File: config.mk
export PLATFORM = sky130hd
export DESIGN_NAME = mem_stage
export DESIGN_NICKNAME = d
export VERILOG_FILES = /design/src/rtl/mem_stage.sv
export SDC_FILE = /design/constraint.sdc
export NUM_CORES = 1
export LEC_CHECK = 0
export CORE_AREA = 4 4 264 266
export DETAILED_ROUTE_END_ITERATION = 16
export DIE_AREA = 0 0 268 270
export REMOVE_ABC_BUFFERS = 1
export SYNTH_ARGS = -nofsm -noshare
export SYNTH_HDL_FRONTEND = slang
export SYNTH_SLANG_ARGS = --single-unit
File: constraint.sdc
create_clock -name clk -period 3.5 [get_ports clk]
set_clock_uncertainty 0.1 [all_clocks]
set_input_delay 0.525 -clock clk [delete_from_list [all_inputs] [get_ports clk]]
set_output_delay 0.525 -clock clk [all_outputs]
set_load 0.02 [all_outputs]
File: src/rtl/mem_stage.sv
// Memory-access stage of the SPU pipeline: forwards ALU results and runs quadword
// loads/stores against the local store over a req/ack handshake with timeout.
module mem_stage #(
    parameter int unsigned LS_ADDR_W = 14,
    parameter int unsigned TIMEOUT   = 64
) (
    input  logic                 clk,
    input  logic                 reset_n,
    input  logic                 in_valid,
    output logic                 in_ready,
    input  logic [127:0]         alu_result,
    input  logic [127:0]         store_data,
    input  logic [6:0]           dest_reg,
    input  logic                 mem_read,
    input  logic                 mem_write,
    input  logic                 reg_write,
    input  logic                 flush,
    output logic                 ls_req,
    output logic                 ls_we,
    output logic [LS_ADDR_W-1:0] ls_addr,
    output logic [127:0]         ls_wdata,
    input  logic                 ls_ack,
    input  logic [127:0]         ls_rdata,
    output logic                 wb_valid,
    output logic                 wb_reg_write,
    output logic [6:0]           wb_dest_reg,
    output logic [127:0]         wb_data,
    output logic                 err
);

    localparam int unsigned DATA_W = 128;
    localparam int unsigned REG_W  = 7;
    localparam int unsigned CNT_W  = $clog2(TIMEOUT + 1);

    typedef enum logic {IDLE, ACCESS} state_t;

    state_t               state_q, state_d;
    logic [CNT_W-1:0]     cnt_q, cnt_d;
    logic                 flushed_q, flushed_d;
    logic [REG_W-1:0]     dest_q, dest_d;
    logic                 rw_q, rw_d;

    logic                 ls_req_d, ls_we_d;
    logic [LS_ADDR_W-1:0] ls_addr_d;
    logic [DATA_W-1:0]    ls_wdata_d;
    logic                 wb_valid_d, wb_reg_write_d;
    logic [REG_W-1:0]     wb_dest_reg_d;
    logic [DATA_W-1:0]    wb_data_d;
    logic                 err_d;

    assign in_ready = (state_q == IDLE);

    // State and registered outputs
    always_ff @(posedge clk or negedge reset_n) begin
        if (!reset_n) begin
            state_q      <= IDLE;
            cnt_q        <= '0;
            flushed_q    <= 1'b0;
            dest_q       <= '0;
            rw_q         <= 1'b0;
            ls_req       <= 1'b0;
            ls_we        <= 1'b0;
            ls_addr      <= '0;
            ls_wdata     <= '0;
            wb_valid     <= 1'b0;
            wb_reg_write <= 1'b0;
            wb_dest_reg  <= '0;
            wb_data      <= '0;
            err          <= 1'b0;
        end else begin
            state_q      <= state_d;
            cnt_q        <= cnt_d;
            flushed_q    <= flushed_d;
            dest_q       <= dest_d;
            rw_q         <= rw_d;
            ls_req       <= ls_req_d;
            ls_we        <= ls_we_d;
            ls_addr      <= ls_addr_d;
            ls_wdata     <= ls_wdata_d;
            wb_valid     <= wb_valid_d;
            wb_reg_write <= wb_reg_write_d;
            wb_dest_reg  <= wb_dest_reg_d;
            wb_data      <= wb_data_d;
            err          <= err_d;
        end
    end

    // Next state and next output values
    always_comb begin
        state_d        = state_q;
        cnt_d          = cnt_q;
        flushed_d      = flushed_q;
        dest_d         = dest_q;
        rw_d           = rw_q;
        ls_req_d       = ls_req;
        ls_we_d        = ls_we;
        ls_addr_d      = ls_addr;
        ls_wdata_d     = ls_wdata;
        wb_valid_d     = 1'b0;
        wb_reg_write_d = 1'b0;
        wb_dest_reg_d  = wb_dest_reg;
        wb_data_d      = wb_data;
        err_d          = err;

        unique case (state_q)
            IDLE: begin
                // A flushed bundle is consumed but produces nothing
                if (in_valid && !flush) begin
                    if (mem_read || mem_write) begin
                        state_d    = ACCESS;
                        cnt_d      = '0;
                        flushed_d  = 1'b0;
                        dest_d     = dest_reg;
                        rw_d       = reg_write;
                        ls_req_d   = 1'b1;
                        ls_we_d    = mem_write;
                        ls_addr_d  = alu_result[LS_ADDR_W+3:4];
                        ls_wdata_d = store_data;
                        if (mem_read && mem_write) begin
                            err_d = 1'b1;
                        end
                    end else begin
                        wb_valid_d     = 1'b1;
                        wb_reg_write_d = reg_write;
                        wb_dest_reg_d  = dest_reg;
                        wb_data_d      = alu_result;
                    end
                end
            end
            ACCESS: begin
                flushed_d = flushed_q || flush;
                if (ls_ack) begin
                    state_d       = IDLE;
                    ls_req_d      = 1'b0;
                    wb_valid_d    = !(flushed_q || flush);
                    wb_dest_reg_d = dest_q;
                    if (ls_we) begin
                        wb_reg_write_d = 1'b0;
                        wb_data_d      = '0;
                    end else begin
                        wb_reg_write_d = rw_q;
                        wb_data_d      = ls_rdata;
                    end
                end else if (cnt_q == CNT_W'(TIMEOUT - 1)) begin
                    // Abort: report the failed access without a register write
                    state_d        = IDLE;
                    ls_req_d       = 1'b0;
                    err_d          = 1'b1;
                    wb_valid_d     = !(flushed_q || flush);
                    wb_reg_write_d = 1'b0;
                    wb_dest_reg_d  = dest_q;
                    wb_data_d      = '0;
                end else begin
                    cnt_d = cnt_q + CNT_W'(1);
                end
            end
            default: state_d = IDLE;
        endcase
    end

endmodule

==> results of run 1 <==
[kinds of logic after synthesis]
logic type      synth area share, %
compound gates                 9.31
mux                            13.7
buf+inv                        3.23
simple gates                   17.5
fa+ha+maj                    0.0940
flops                          56.2
[power groups by stage]
stage               clock network, mW  registers, mW  logic [mW]
detailed placement                  0           4.98        5.55
CTS                              3.74           4.95        5.58
finish                           3.56           4.94        5.45
global placement                    0           4.96        5.52
floorplan                           0           6.01        1.37
global route                     3.87           5.06        5.79
[worst max-delay path, cell delays in order, from the launching register on]
cell and delay (ps):
dfrtp_4 670, inv_4 130, clkdlybuf4s50_1 610
[per-stage QoR]
stage | cell area [um2] | setup TNS [ps] | power, mW | hold slack, ps | worst slack, ps
after global routing | 22300 | 0 | 14.7 | 384 | 817
after detailed placement | 21200 | 0 | 10.5 | 361 | 672
after floorplan | 12900 | -1440270 | 7.39 | 129 | -5960
after CTS | 22300 | 0 | 14.3 | 362 | 836
final | 22300 | 0 | 14.0 | 372 | 923
after global placement | 21200 | 0 | 10.5 | 351 | 684
[layout by cell type, fill, tap and decap left out, types with 2 or more instances in the layout]
cell type	Yosys	final
a21o_1	2	2
a31oi_1	2	2
buf_12	0	11
buf_4	0	21
clkbuf_1	66	10
clkbuf_16	0	37
clkbuf_8	0	6
clkdlybuf4s50_1	0	680
clkinv_2	0	2
dfrtp_1	299	298
inv_1	4	4
inv_6	0	4
mux2_2	93	93
mux2_4	50	50
mux2i_1	2	2
nand2_1	587	587
nand3_1	3	3
nor2_1	9	8
nor2_4	0	2
o21ai_0	7	6
o2bb2ai_1	130	130
[layout make-up]
type | instances | area, um2
Clock buffer | 53 | 1050
Clock inverter | 6 | 45.0
Fill cell | 6783 | 44700
Inverter | 5 | 21.3
Multi-Input combinational cell | 900 | 5430
Sequential cell | 299 | 7490
Tap cell | 873 | 1090
Timing Repair Buffer | 714 | 7210
[final timing paths]
path                             startpoint      endpoint  slack [ps]  cells after the start
min in group asynchronous           reset_n   wb_data[44]         530                      2
worst max-delay path                state_q      in_ready         920                      2
worst min register to register  ls_wdata[6]   ls_wdata[6]         370                      2
worst min-delay path            ls_wdata[6]   ls_wdata[6]         370                      2
worst max register to register      state_q  ls_wdata[35]        1010                      6
max in group asynchronous           reset_n       state_q        1860                      3
[routing by layer]
metal  track usage, %  part of all wire [%]  up-vias
met1             17.2                    39     5787
met3             5.04                   9.0       74
met4             4.90                   3.4        0
met2             26.4                    48      528
li1                 -                     -     5607
met5                0                     0        -
[repair_timing]
action / in CTS / in global routing
hold buffers: 1 / 0
endpoints found under the hold margin: 73 / 0
resized for setup: 0 / 0
==> flow_metrics.py, run 1 <==
metrics = {
    "floorplan": {
        "die_y_um": 270,
        "die_x_um": 268,
        "dieArea_um2": 72400,
        "coreArea_um2": 67000,
        "start_util_pct": 19.8,
        "ioPinCount": 682,
        "rows": 95,
    },
    "clock_network": {
        "post-cts-setup-buffer-count": 0,
        "cts_sinks": 299,
        "htreeDepth": 2,
        "numCtsBuffers": 36,
        "insertion_delay_ps": 530,
        "root_buffer": "clkbuf_16",
        "cts_max_path_buffers": 3,
        "cts_tree": "yes",
        "clkTransAtPathRegs_ps": 60,
    },
    "power": {
        "power_leakage_nw": 9.77,
        "p_int_mw": 9.17,
        "powerDensity_nw_per_um2": 625,
        "swShare_pct": 34.3,
        "seqPwrFrac_pct": 35.4,
        "p_comb_share_pct": 39.1,
        "vdd_ir_drop_max_mv": 0.365,
        "clkPwrFrac_pct": 25.5,
        "power_switching_mw": 4.79,
    },
    "global_route": {
        "grt_pass1_wl_mm": 82.9,
        "grt_max_degree": 147,
        "grt_usage_pct": 15.1,
        "grt_overflow": 0,
        "grt_antenna_before_repair": 1,
        "grt_pass1_vias": 12900,
    },
    "placed_design": {
        "io_buffer_count": 681,
        "dp_hpwl_mm": 43.9,
        "place.gp.congestion": 0.851,
        "dp_cells": 2790,
    },
    "synthesis": {
        "synthFlopType": "dfrtp_1",
        "ys_warn_count": 0,
        "synthCells": 1295,
        "synth_area_leaders": "dfrtp_1 (56%), nand2_1 (17%), o2bb2ai_1 (8.6%)",
        "syn_area_um2": 13300,
        "seq_area_frac_synth_pct": 56.2,
        "avgSynthCellArea_um2": 10.3,
        "synth_edf_count": 0,
        "yosysTopAreaCell": "dfrtp_1",
        "synth_most_common_cell": "nand2_1",
        "async_reset_ff_share_pct": 100,
        "yosysUniqueCellTypes": 30,
        "synth.top_cell.area_share_pct": 56.2,
        "ys_ff_latch": 299,
        "synthTopCellsByCount": "nand2_1 (587), dfrtp_1 (299), o2bb2ai_1 (130), mux2_2 (93), clkbuf_1 (66)",
    },
    "sta": {
        "max_freq_mhz": 388,
        "finalSetupViolCount": 0,
        "hold_viol_final": 0,
        "rsz0062_at_grt": "no",
        "tightest_slew_ps": 922,
        "finalMaxSlewViolations": 0,
        "timing.final.crit_share_pct": 73.6,
        "relSlewSlack_pct": 38.5,
        "fin_crit_ps": 2580,
    },
    "cells_and_area": {
        "postLayoutCoreUtil_pct": 33.3,
        "finalNonFillerCells": 2850,
        "areaGrowthSynthToFinish_pct": 67.8,
        "largest_registers": "ls_wdata: 128 flops, wb_data: 128 flops, ls_addr: 14 flops",
        "fin_nets": 2356,
        "diodes": 0,
        "drive_gt1_share_pct": 11.8,
    },
    "route": {
        "wire_per_inst_um": 20.2,
        "drtAntennaViolNets": 0,
        "dr.pass1.iters": 5,
        "via_per_inst": 4.21,
        "routed-via-count": 12000,
        "route.detailed.drc": 0,
        "finalWirelength_mm": 57.5,
        "initialDrtViolationCount": 445,
    },
    "flow_run": {
        "maxCapViolCount": 0,
    },
    "status": {
        "status": "complete, no violations",
    },
    "setup_path": {
        "cp_max_fo": 23,
        "cp.arrival_ps": 1950,
        "startpoint_type": "register",
        "end_kind": "output port",
        "crit_required_ps": 2870,
        "critPathKind": "reg -> out",
    },
    "hold_path": {
        "hold_class": "reg -> reg",
    },
}
Power figures use the tool's default switching activity.
==> run 2: changes to the inputs <==
Clock period 3.5 ns to 2.1 ns, I/O delays scaled along.
==> flow_metrics.py, run 2 (synthesis gave the netlist of run 1 again) <==
metrics = {
    "setup_path": {
        "critPathLaunch": "state_q",
        "slowest_delay_ps": 520,
        "cp.arrival_ps": 2430,
        "reg2reg_from": "state_q",
        "path_cells": "or3b_4 -> nor3_4 -> nor2_4 -> buf_12 -> buf_4 -> mux2_4",
        "critPathKind": "reg -> reg",
        "cp_max_fo": 11,
        "end_kind": "register",
        "crit_family": "simple AND/OR/NAND/NOR gates",
        "startpoint_type": "register",
        "crit_slowest_cell": "dfrtp_4",
        "crit_required_ps": 2400,
        "critPathBufInv": 2,
        "r2r_slack_ps": -20,
    },
    "cells_and_area": {
        "largest_registers": "ls_wdata: 128 flops, wb_data: 128 flops, ls_addr: 14 flops",
        "layout_common_cells": "clkdlybuf4s50_1 (658), nand2_1 (585), dfrtp_1 (298)",
        "fin_area_um2": 23300,
        "fin_nets": 2426,
        "fillCellCount": 6690,
        "mostFrequentLayoutCell": "clkdlybuf4s50_1",
        "areaGrowthSynthToFinish_pct": 75.0,
        "finalNonFillerCells": 2928,
        "drive_gt1_share_pct": 15.8,
        "postLayoutCoreUtil_pct": 34.7,
    },
    "placed_design": {
        "place_ws_ps": -386,
        "placed_cell_area_um2": 21700,
        "dp_cells": 2846,
        "io_buffer_count": 681,
        "place.gp.congestion": 0.830,
        "dp_hpwl_mm": 46.0,
    },
    "route": {
        "drtAntennaViolNets": 0,
        "routed-via-count": 12400,
        "via_per_inst": 4.24,
        "initialDrtViolationCount": 412,
        "finalWirelength_mm": 60.5,
        "route.detailed.drc": 0,
        "dr.pass1.iters": 5,
        "wire_per_inst_um": 20.7,
    },
    "sta": {
        "finalMaxSlewViolations": 0,
        "totalNegativeSetupSlack_ps": -176,
        "timing.final.crit_share_pct": 101,
        "tightest_slew_ps": 616,
        "relSlewSlack_pct": 58.9,
        "finalSetupViolCount": 27,
        "max_freq_mhz": 471,
        "fin_ws_ps": -22.7,
        "hold_ws_ps": 201,
        "fin_crit_ps": 2120,
        "hold_viol_final": 0,
        "rsz0062_at_grt": "yes",
    },
    "clock_network": {
        "clkTransAtPathRegs_ps": 60,
        "cts_sinks": 299,
        "root_buffer": "clkbuf_16",
        "insertion_delay_ps": 540,
        "cts_tree": "yes",
        "htreeDepth": 2,
        "numCtsBuffers": 36,
        "cts_max_path_buffers": 3,
    },
    "global_route": {
        "grt_use_met1_pct": 17.7,
        "grt_pass1_vias": 13200,
        "grt_antenna_before_repair": 4,
        "grt_max_degree": 92,
        "grt_overflow": 0,
        "grt_usage_pct": 15.5,
        "gr-usage-met3_pct": 4.99,
        "grt.busiest_layer": "met2",
        "grtUsageMet2_pct": 27.2,
        "grt_pass1_wl_mm": 85.3,
    },
    "flow_run": {
        "maxCapViolCount": 0,
    },
    "power": {
        "p_int_mw": 15.8,
        "power_switching_mw": 8.14,
        "p_comb_share_pct": 39.3,
        "swShare_pct": 34.0,
        "seqPwrFrac_pct": 34.4,
        "clkPwrFrac_pct": 26.3,
        "power_leakage_nw": 10.4,
        "powerDensity_nw_per_um2": 1030,
        "vdd_ir_drop_max_mv": 0.631,
        "p_total_mw": 24.0,
    },
    "floorplan": {
        "ioPinCount": 682,
        "start_util_pct": 19.8,
        "die_x_um": 268,
        "die_y_um": 270,
        "dieArea_um2": 72400,
        "coreArea_um2": 67000,
        "rows": 95,
    },
    "hold_path": {
        "min-delay-start": "store_data[91]",
        "hold_class": "in -> reg",
    },
    "status": {
        "status": "finished with violations",
        "violations": "negative setup slack",
    },
}
[run 2: cell types whose count changed in the layout (fill, tap and decap cells not counted), sizes merged, moves of 8 or more]
cell	delta
buf	+70
clkbuf	+8
clkdlybuf4s50	-22
dlygate4sd2	+14
[run 2: per-layer routing]
layer	up-vias	routed length, um	part of all wire, %
li1	5757	-	-
met3	73	5300	8.8
met4	0	1730	2.9
met1	6019	23200	38
met2	562	30300	50
met5	-	0	0
[run 2: final cells by class]
cell class / instances / area (um2) / share of cell area (%)
repair buffers: 784 / 8010 / 34.4
multi-input cells: 900 / 5460 / 23.5
well taps: 873 / 1090 / 4.69
diodes: 4 / 10.0 / 0.0430
flip-flops and latches: 299 / 7490 / 32.2
clock inverters: 7 / 71.3 / 0.306
inverters: 5 / 21.3 / 0.0914
clock buffers: 56 / 1130 / 4.85
[run 2: path summary, 6_finish.rpt]
| kind | endpoint | cells after the start |
|---|---|---|
| min reg2reg | ls_wdata[89] | 2 |
| max reg2reg | wb_data[107] | 6 |
| min in group asynchronous | wb_data[101] | 2 |
| min | ls_wdata[91] | 3 |
| max in group asynchronous | ls_wdata[67] | 3 |
| max | wb_data[107] | 6 |
[run 2: tightest hold or removal path: cells and delay by family]
| kind | cells | cell delay, ps |
|---|---|---|
| buf+inv | 1 | 400 |
| simple gates | 2 | 90 |
[run 2: power by group through the flow]
| stage | combinational, mW | sequential (mW) | clock, mW |
|---|---|---|---|
| final | 9.42 | 8.23 | 6.31 |
| after global routing | 9.95 | 8.42 | 6.81 |
| after CTS | 9.51 | 8.24 | 6.54 |
| after detailed placement | 9.47 | 8.30 | 0 |
| after global placement | 9.39 | 8.26 | 0 |
| after floorplan | 2.29 | 10.0 | 0 |
[run 2: repair_timing]
item | in CTS | in global routing
resized for setup | 20 | 25
endpoints found under the hold margin | 42 | 0
setup endpoints to repair | 246 | 251
gates cloned | 2 | 7
hold buffers | 1 | 0
buffers inserted | 4 | 1
pin swaps | 2 | 1
